`src/rtl/sdram_arbiter.sv`:
```
// Three-port arbiter in front of a single SDRAM controller: port 0 (video) has
// priority with starvation protection, ports 1/2 share round-robin.
module sdram_arbiter #(
    parameter int ADDR_W     = 24,
    parameter int STARVE_MAX = 8
) (
    input  logic                  clk,
    input  logic                  rst_n,
    input  logic                  sdram_init_done,
    input  logic                  ctrl_idle,
    input  logic [2:0]            req,
    input  logic [2:0]            req_wr,
    input  logic [3*ADDR_W-1:0]   req_addr,
    input  logic [26:0]           req_len,
    output logic [2:0]            grant,
    output logic [2:0]            done,
    output logic [2:0]            wr_ack_o,
    output logic [2:0]            rd_ack_o,
    output logic                  sdram_wr_req,
    output logic                  sdram_rd_req,
    output logic [8:0]            sdwr_byte,
    output logic [8:0]            sdrd_byte,
    output logic [ADDR_W-1:0]     sys_addr,
    input  logic                  sdram_wr_ack,
    input  logic                  sdram_rd_ack
);

    localparam int SW = $clog2(STARVE_MAX + 1);

    typedef enum logic [1:0] {IDLE, ISSUE, XFER, WAIT_IDLE} state_t;

    state_t              state;
    logic                wr_dir;
    logic [8:0]          len_q;
    logic [8:0]          ack_cnt;
    logic [SW-1:0]       starve_cnt;
    logic                rr_ptr;      // 0: port 1 preferred, 1: port 2 preferred

    logic                lo_req;
    logic                starve_hit;
    logic [2:0]          pick;
    logic [1:0]          sel;
    logic [ADDR_W-1:0]   sel_addr;
    logic [8:0]          raw_len;
    logic [8:0]          sel_len;
    logic                sel_wr;
    logic                ack_match;
    logic [8:0]          cnt_next;

    always_comb begin
        lo_req     = req[1] | req[2];
        starve_hit = (starve_cnt == SW'(STARVE_MAX));
        pick       = '0;
        if (req[0] && !(starve_hit && lo_req)) begin
            pick = 3'b001;
        end else if (!rr_ptr) begin
            if (req[1])      pick = 3'b010;
            else if (req[2]) pick = 3'b100;
        end else begin
            if (req[2])      pick = 3'b100;
            else if (req[1]) pick = 3'b010;
        end
        sel      = pick[2] ? 2'd2 : (pick[1] ? 2'd1 : 2'd0);
        sel_addr = req_addr[32'(sel) * ADDR_W +: ADDR_W];
        raw_len  = req_len[32'(sel) * 9 +: 9];
        sel_wr   = req_wr[sel];
        if (raw_len == 9'd0)        sel_len = 9'd1;
        else if (raw_len > 9'd256)  sel_len = 9'd256;
        else                        sel_len = raw_len;
        ack_match = wr_dir ? sdram_wr_ack : sdram_rd_ack;
        cnt_next  = ack_cnt + {8'd0, ack_match};
    end

    assign wr_ack_o = grant & {3{sdram_wr_ack}};
    assign rd_ack_o = grant & {3{sdram_rd_ack}};

    always_ff @(posedge clk or negedge rst_n) begin
        if (!rst_n) begin
            state        <= IDLE;
            grant        <= '0;
            done         <= '0;
            sdram_wr_req <= 1'b0;
            sdram_rd_req <= 1'b0;
            sdwr_byte    <= '0;
            sdrd_byte    <= '0;
            sys_addr     <= '0;
            wr_dir       <= 1'b0;
            len_q        <= '0;
            ack_cnt      <= '0;
            starve_cnt   <= '0;
            rr_ptr       <= 1'b0;
        end else begin
            done <= '0;
            case (state)
                IDLE: begin
                    if (sdram_init_done && ctrl_idle && |req) begin
                        grant        <= pick;
                        sys_addr     <= sel_addr;
                        sdwr_byte    <= sel_len;
                        sdrd_byte    <= sel_len;
                        len_q        <= sel_len;
                        wr_dir       <= sel_wr;
                        sdram_wr_req <= sel_wr;
                        sdram_rd_req <= !sel_wr;
                        ack_cnt      <= '0;
                        // A port-0 grant with nobody else waiting ends the starvation streak
                        if (pick[0]) begin
                            starve_cnt <= lo_req ? starve_cnt + SW'(1) : '0;
                        end else begin
                            starve_cnt <= '0;
                            rr_ptr     <= pick[1];
                        end
                        state <= ISSUE;
                    end
                end
                ISSUE: begin
                    if (ack_match) begin
                        sdram_wr_req <= 1'b0;
                        sdram_rd_req <= 1'b0;
                        ack_cnt      <= 9'd1;
                        state        <= XFER;
                    end
                end
                XFER: begin
                    if (ack_cnt == len_q) begin
                        state <= WAIT_IDLE;
                    end else begin
                        ack_cnt <= cnt_next;
                        if (cnt_next == len_q) state <= WAIT_IDLE;
                    end
                end
                WAIT_IDLE: begin
                    if (ctrl_idle) begin
                        done  <= grant;
                        grant <= '0;
                        state <= IDLE;
                    end
                end
                default: state <= IDLE;
            endcase
        end
    end

endmodule

```
`config.mk`:
```
export PLATFORM = sky130hd
export DESIGN_NAME = sdram_arbiter
export DESIGN_NICKNAME = d
export VERILOG_FILES = /design/src/rtl/sdram_arbiter.sv
export SDC_FILE = /design/constraint.sdc
export NUM_CORES = 1
export LEC_CHECK = 0
export ABC_AREA = 1
export CAP_MARGIN = 20
export CORE_ASPECT_RATIO = 0.5
export CORE_MARGIN = 3
export CORE_UTILIZATION = 40
export CTS_BUF_LIST = sky130_fd_sc_hd__clkbuf_2 sky130_fd_sc_hd__clkbuf_4 sky130_fd_sc_hd__clkbuf_8
export CTS_CLUSTER_DIAMETER = 120
export DETAILED_ROUTE_END_ITERATION = 12
export GPL_ROUTABILITY_DRIVEN = 0
export PLACE_DENSITY = 0.8
export SLEW_MARGIN = 20
export SYNTH_ARGS = -nofsm -noshare
export SYNTH_HDL_FRONTEND = slang
export SYNTH_SLANG_ARGS = --single-unit
export TNS_END_PERCENT = 20
```
`constraint.sdc`:
```
create_clock -name clk -period 1.9 [get_ports clk]
set_input_delay 0.285 -clock clk [delete_from_list [all_inputs] [get_ports clk]]
set_output_delay 0.285 -clock clk [all_outputs]
set_load 0.03 [all_outputs]
```
==> results of run 1 <==
final cells by class:
cell class / instances / area share (%)
tap: 117 / 2.20
clock buffer: 12 / 2.39
sequential: 58 / 21.9
inverter: 44 / 2.60
clock inverter: 4 / 1.47
timing repair buffer: 251 / 35.3
multi-input combinational: 407 / 34.2
path summary, 6_finish.rpt:
| path | cells past startpoint | endpoint | slack (ns) |
|---|---|---|---|
| worst max register to register | 17 | state[0]$_DFFE_PN0P_ | -0.20 |
| min in group clk | 5 | starve_cnt[2]$_DFFE_PN0P_ | 0.47 |
| worst min-delay path | 2 | wr_dir$_DFFE_PN0P_ | 0.35 |
| max in group asynchronous | 3 | ack_cnt[0]$_DFFE_PN0P_ | 0.95 |
| worst max-delay path | 17 | state[0]$_DFFE_PN0P_ | -0.21 |
| worst min register to register | 2 | sys_addr[14]$_DFFE_PN0P_ | 0.49 |
power by group:
group / switching (mW) / total, mW / internal [mW] / leakage, nW
Clock: 0.519 / 1.48 / 0.958 / 0.126
Combinational: 2.67 / 4.79 / 2.12 / 2.31
Sequential: 0.360 / 2.05 / 1.69 / 0.748
sequential cells by signal, indices dropped and copies added, names as in the netlist:
| name | flops |
|---|---|
| grant | 3 |
| sdram_wr_req | 1 |
| len_q | 9 |
| ack_cnt | 9 |
| rr_ptr | 1 |
| done | 3 |
| sys_addr | 24 |
| wr_dir | 1 |
| state | 2 |
| sdram_rd_req | 1 |
| starve_cnt | 4 |
cell usage in the layout, fill, tap and decap left out, types with 2 or more instances in the layout:
| cell | count |
|---|---|
| nand2_8 | 2 |
| buf_6 | 7 |
| nand3_2 | 10 |
| inv_1 | 36 |
| ha_1 | 6 |
| o31ai_1 | 2 |
| xnor2_1 | 6 |
| o21ai_2 | 3 |
| ha_4 | 3 |
| nand2_1 | 172 |
| bufinv_16 | 3 |
| nand3_1 | 40 |
| buf_4 | 80 |
| xor2_1 | 14 |
| dfrtp_1 | 55 |
| nor2_1 | 44 |
| o21ai_1 | 29 |
| nor2_4 | 3 |
| nand4_1 | 4 |
| inv_4 | 3 |
| clkdlybuf4s50_1 | 158 |
| nand3b_1 | 5 |
| nand2_2 | 16 |
| o21ai_0 | 8 |
| inv_2 | 5 |
| dfrtp_2 | 3 |
| o22ai_1 | 4 |
| nand2_4 | 10 |
| buf_12 | 3 |
| clkbuf_8 | 11 |
| nor2_2 | 5 |
| a21oi_1 | 2 |
| a31oi_1 | 2 |
kinds of logic after synthesis:
| logic type | count (synthesis) | synth area share (%) |
|---|---|---|
| compound gates | 59 | 8.92 |
| xor+xnor | 20 | 4.59 |
| simple gates | 318 | 36.0 |
| buf+inv | 74 | 9.12 |
| fa+ha+maj | 10 | 3.28 |
| flops | 58 | 38.1 |
stage by stage:
step	setup slack [ns]	area, um2	total power, mW	std cells	hold WS [ns]
finish	-0.208	6650	8.32	893	0.349
CTS	-0.0816	6470	8.13	887	0.327
floorplan	0.00320	3840	4.50	539	-0.0106
global placement	-0.495	5910	6.25	851	0.157
detailed placement	-0.567	5910	6.35	851	0.151
global route	-0.331	6650	8.77	893	0.339
layer usage:
layer	vias up	routed length, um	global-route usage [%]
met5	-	0	0
met4	0	314	8.25
met3	29	865	6.41
met2	151	7200	43.9
met1	2089	5320	26.6
li1	2173	-	-
timing repair:
item                                    4_1_cts  5_1_grt
pin swaps                                    19       27
hold endpoints to repair                      6        0
hold buffers                                  1        0
endpoints found under the setup margin       21       47
buffers inserted                             19        6
gates resized for setup                      50       51
cells in the mapped netlist (all sizes together), types with 2 or more instances:
cell type	number
o22ai	4
o31ai	3
nand4	4
inv	44
o21ai	40
clkbuf	8
a21oi	4
a31oi	2
nand3b	5
nand3	51
nand2	200
dfrtp	58
xnor2	6
xor2	14
ha	10
nor3	2
nor2	52
buf	22
==> results by group, run 1 <==
Status
  • Status: complete, but fails checks
  • Violated checks: negative setup slack

Cells and area
  • Final Core Density: around 74%
  • Reg area: 1460 um2
  • Share of layout cells above drive strength 1: 23.3%
  • Antenna cell count: 0
  • Area of the multi-input gates: 2270 um2
  • Nets: 892
  • Fillers: 622
  • P&R area growth vs syn: 74.4%

STA
  • Max Slew Vio Count: 0
  • Slew headroom: 75.5%
  • Final setup skew: 0.0159 ns
  • Finish-stage setup viols: 10
  • Slew @ Worst Pin: 0.367 ns
  • Final Hold Viols: 0
  • Period utilization: 111%
  • PnR worst setup slack: -0.208 ns
  • Fin crit period: ~2.1 ns
  • RSZ-0062 raised after global routing: true
  • Setup TNS: -1.06 ns
  • Fmax achieved: 0.474 GHz

Power
  • Power per cell area: 1250 nW/um2
  • Leakage: about 3.2 nW
  • Worst vdd ir: about 550 uV

Clock tree
  • CTS Sinks: 58
  • Clock buffer depth: 2
  • CTS clk-pin slew, worst paths: 0.08 ns
  • CTS buffer count: 9
  • Deepest level of the CTS H-tree: 3
  • Clk_lat worst skew: approximately 0.34 ns
  • Root Driver: clkbuf_8
  • CTS tree: yes

Detailed routing
  • Via count: 4,442
  • Post-DRT Antenna Nets: 0
  • Iteration-0 DRC Markers: between 200 and 300
  • TritonRoute pass-1 iters: 5
  • DRT Wirelength: roughly 14 mm
  • WL/cell: 15.3 um
  • DR vias/cell: 4.97
  • Drc violations: 0

Run
  • Max-cap violations: 0

Floorplanning
  • Die Span X: 144 um
  • Starting Density: 42.5%
  • Core Area: 8980 um2
  • Die footprint: 10,800 um2
  • Die Y: between 70 and 80 um
  • IO Count: 167
  • Row cnt: 24

Setup path
  • CP Capture Type: flop
  • Crit path largest cell delay: 0.53 ns
  • CP max-delay cell: clkdlybuf4s50_1
  • Crit Path Max Fanout: 3
  • Worst path top cell family by delay: simple AND/OR/NAND/NOR gates
  • Critical Path Start Type: input pin
  • Critical Path RT: 2.14 ns
  • R2R Path Start: wr_dir$_DFFE_PN0P_
  • Critical path type: input pin to flop
  • Buf/Inv on CP: 2
  • CP cell instances: clkdlybuf4s50_1 > nand2_2 > nand2_4 > ha_4 > ha_4 > nand2_4 > inv_4 > nand2_4 > nor2_4 > xor2_1 > nand2_1 > nor2_1 > nand3b_1 > nand2_2 > nand2_2 > nand2_1 > nand2_1
  • Arrival time worst endpoint: 2.35 ns
  • CP Launch Point: sdram_wr_ack

Synthesis
  • Syn avg cell area: 7.08 um2
  • Synth top area share: a little under two fifths
  • Ys flop type: dfrtp_1
  • Netlist cell types: 40
  • Cell Area, Synth: between 3000 and 4000 um2
  • Ys async rst share: 100%
  • Number of synthesized register bits: 58
  • Synthesized net count: 660
  • Synth area leaders: dfrtp_1 38%, nand2_1 19%, nand3_1 6.4%
  • Post-synth EDFFs: 0
  • Synth Instances: 539
  • Register area share after synthesis: 38.1%
  • Yosys warning count: 0
  • Most area-hungry cell type in the Yosys netlist: dfrtp_1

Place
  • Port Buffers: 166
  • HPWL after DPL: 9.59 mm

Global route
  • Total global routing overflow: 0
  • Wire length of the first global-routing pass: 20.1 mm
  • Initial antenna violation count: 0
  • Largest net degree at the start of global routing: 26
  • Vias in the first global route: about 4.3k
  • GRT Total Usage: 23.6%

Min path
  • HP Class: input pin to async pin
(Power assumes the default switching activity.)
==> run 2, diff against run 1 <==
--- a/config.mk
+++ b/config.mk
@@ -10,7 +10,7 @@
 export CORE_ASPECT_RATIO = 0.5
 export CORE_MARGIN = 3
 export CORE_UTILIZATION = 40
-export CTS_BUF_LIST = sky130_fd_sc_hd__clkbuf_2 sky130_fd_sc_hd__clkbuf_4 sky130_fd_sc_hd__clkbuf_8
+export CTS_BUF_LIST = sky130_fd_sc_hd__clkbuf_8
 export CTS_CLUSTER_DIAMETER = 120
 export DETAILED_ROUTE_END_ITERATION = 12
 export GPL_ROUTABILITY_DRIVEN = 0
==> run 2 against run 1 <==
- the run ends with design-rule violations, negative setup slack left
- first-iteration DRC count grew 18%
- critical path depth stayed put
- combinational power is 4% higher
- final cell count up 0.11%
- sequential power is essentially flat
- flip-flop and latch count stayed put
- die area unchanged
- clock power hardly changed
- worst hold slack got worse by 0.0011 ns
- total power up 2.0%
- largest power group unchanged
==> results by group, run 2 (synthesis gave the netlist of run 1 again) <==
STA
  • Fmax achieved: 0.477 GHz (+0.55%)
  • Max Slew Vio Count: 0 (unchanged)
  • Slew @ Worst Pin: 0.355 ns (-0.0111 ns)
  • Fin Hold WS: 0.348 ns (-0.00106 ns)
  • Final setup skew: 0.0139 ns (-0.00201 ns)
  • Setup TNS: -2.44 ns (-1.39 ns)
  • Final Hold Viols: 0 (unchanged)
  • PnR worst setup slack: -0.197 ns (+0.0115 ns)
  • Fin crit period: 2.10 ns (-0.0115 ns)
  • Slew headroom: 76.2% (+0.75 points)
  • RSZ-0062 raised after global routing: true
  • Period utilization: 110% (-0.61 points)
  • Finish-stage setup viols: 36 (+26)

Cells and area
  • Most flops, register: sys_addr
  • Commonest non-fill, non-tap cell in the layout: nand2_1
  • Share of layout cells above drive strength 1: 25.2% (+1.9 points)
  • Post-route cell area: 6770 um2 (+1.7%)
  • Largest regs: sys_addr x24, ack_cnt x9, len_q x9
  • P&R area growth vs syn: 77.5%
  • Leading cell types in the layout, fill and taps excluded: 164 x nand2_1, 158 x clkdlybuf4s50_1, 76 x buf_4, 55 x dfrtp_1, 43 x nor2_1
  • Finished Layout Cells: 894 (+0.11%)
  • Antenna cell count: 0 (unchanged)
  • Nets: 893 (+0.11%)
  • Final Core Density: 75.4% (+1.3 points)
  • Number of flip-flops in the largest register: 24 (unchanged)

Power
  • Power per cell area: 1250 nW/um2 (+0.21%)
  • Worst vdd ir: 550 uV (+0.61%)
  • Overall power: 8.48 mW (+2.0%)
  • Leakage: 3.23 nW (+1.2%)

Clock tree
  • CTS tree: yes
  • Clk_lat worst skew: 0.34 ns (about the same)
  • Deepest level of the CTS H-tree: 3 (unchanged)
  • CTS Sinks: 58 (unchanged)
  • CTS buffer count: 9 (unchanged)
  • CTS clk-pin slew, worst paths: 0.07 ns (about the same)
  • Clock buffer depth: 2 (unchanged)
  • Root Driver: clkbuf_8

Global route
  • Largest net degree at the start of global routing: 26 (unchanged)
  • Total global routing overflow: 0 (unchanged)
  • GRT Total Usage: 23.7% (+0.049 points)
  • Wire length of the first global-routing pass: 20.2 mm (+0.20%)
  • Initial antenna violation count: 0 (unchanged)
  • Vias in the first global route: 4,317 (-0.14%)

Setup path
  • Critical path type: flop to flop
  • R2r worst-path depth: 17 (unchanged)
  • Critical Path RT: 2.14 ns (about the same)
  • Arrival time worst endpoint: 2.34 ns (about the same)
  • Crit Path Max Fanout: 3 (unchanged)
  • Reg2reg end: state[0]$_DFFE_PN0P_
  • R2R Path Start: wr_dir$_DFFE_PN0P_
  • Flop2flop setup slack: -0.20 ns (about the same)
  • Critical Path Start Type: flop
  • CP Capture Type: flop

Run
  • Max-cap violations: 0 (unchanged)

Place
  • HPWL after DPL: 9.59 mm (unchanged)
  • Port Buffers: 166 (unchanged)
  • DP Area: 5910 um2 (unchanged)
  • Setup Slack @ Placement: -0.567 ns (unchanged)
  • Post-Place Cells: 851 (unchanged)

Detailed routing
  • DRT Wirelength: 15.0 mm (+9.7%)
  • Post-DRT Antenna Nets: 0 (unchanged)
  • TritonRoute pass-1 iters: 10 (+5)
  • WL/cell: 16.8 um (+9.5%)
  • Via count: 4,639 (+4.4%)
  • DR vias/cell: 5.19 (+4.3%)
  • Drc violations: 1 (+1)
  • Iteration-0 DRC Markers: 305 (+18%)

Floorplanning
  • Die footprint: 10,800 um2 (unchanged)
  • Row cnt: 24 (unchanged)
  • Starting Density: 42.5% (unchanged)
  • IO Count: 167 (unchanged)
  • Core Area: 8980 um2 (unchanged)
  • Die Span X: 144 um (unchanged)
  • Die Y: 75.0 um (unchanged)

Status
  • Violated checks: design-rule violations, negative setup slack
  • Status: complete, but fails checks

Min path
  • HP Class: input pin to async pin
run 2: changes by cell type in the layout (fill, tap and decap cells not counted), sizes merged:
| cell | previous run | this run |
|---|---|---|
| buf | 91 | 92 |
| clkbuf | 12 | 11 |
| inv | 44 | 45 |
run 2: critical path: stages (launching register included):
cell,delay [ns]
dfrtp_1,0.40
inv_2,0.08
nand2_4,0.06
nand2_4,0.09
ha_4,0.14
ha_4,0.14
nand2_4,0.06
inv_4,0.07
nand2_4,0.06
nor2_4,0.15
xor2_1,0.16
nand2_1,0.06
nor2_1,0.09
nand3b_1,0.12
nand2_2,0.12
nand2_2,0.06
nand2_1,0.07
nand2_1,0.05
run 2: worst max-delay path by stage:
stage                     depth (start not counted)                    to  slack, ns                       from
after floorplan                                  17  state[0]$_DFFE_PN0P_      0.003         wr_dir$_DFFE_PN0P_
after global placement                           15  state[0]$_DFFE_PN0P_      -0.49               sdram_rd_ack
after detailed placement                         17  state[0]$_DFFE_PN0P_      -0.57               sdram_rd_ack
after CTS                                        17  len_q[3]$_DFFE_PN0P_      -0.08  starve_cnt[1]$_DFFE_PN0P_
after global routing                             16  len_q[3]$_DFFE_PN0P_      -0.34  starve_cnt[0]$_DFFE_PN0P_
final                                            17  state[0]$_DFFE_PN0P_      -0.20         wr_dir$_DFFE_PN0P_
run 2: report_power, final:
group	leakage [nW]	internal, mW	switching (mW)
registers	0.748	1.69	0.372
clock network	0.127	0.939	0.528
logic	2.35	2.15	2.80
total	3.23	4.78	3.70
run 2: final cells by class:
class,count,area [um2]
Multi-Input combinational cell,407,2360
Sequential cell,58,1460
Timing Repair Buffer,252,2380
Clock inverter,5,101
Tap cell,117,146
Clock buffer,11,151
Inverter,44,173
Fill cell,595,2210
run 2: what timing repair did:
action                     4_1_cts  5_1_grt
pin swaps                       19       36
hold buffers                     1        0
setup buffers                   19        7
hold endpoints to repair         6        0
setup endpoints to repair       21       47
resized for setup               50       79
run 2: metal layers:
metal	GRT usage, %	vias to the layer above	wire [um]
met3	7.11	55	1030
li1	-	2176	-
met4	7.41	0	526
met1	26.5	2191	5670
met2	44.1	217	7790
met5	0	-	0
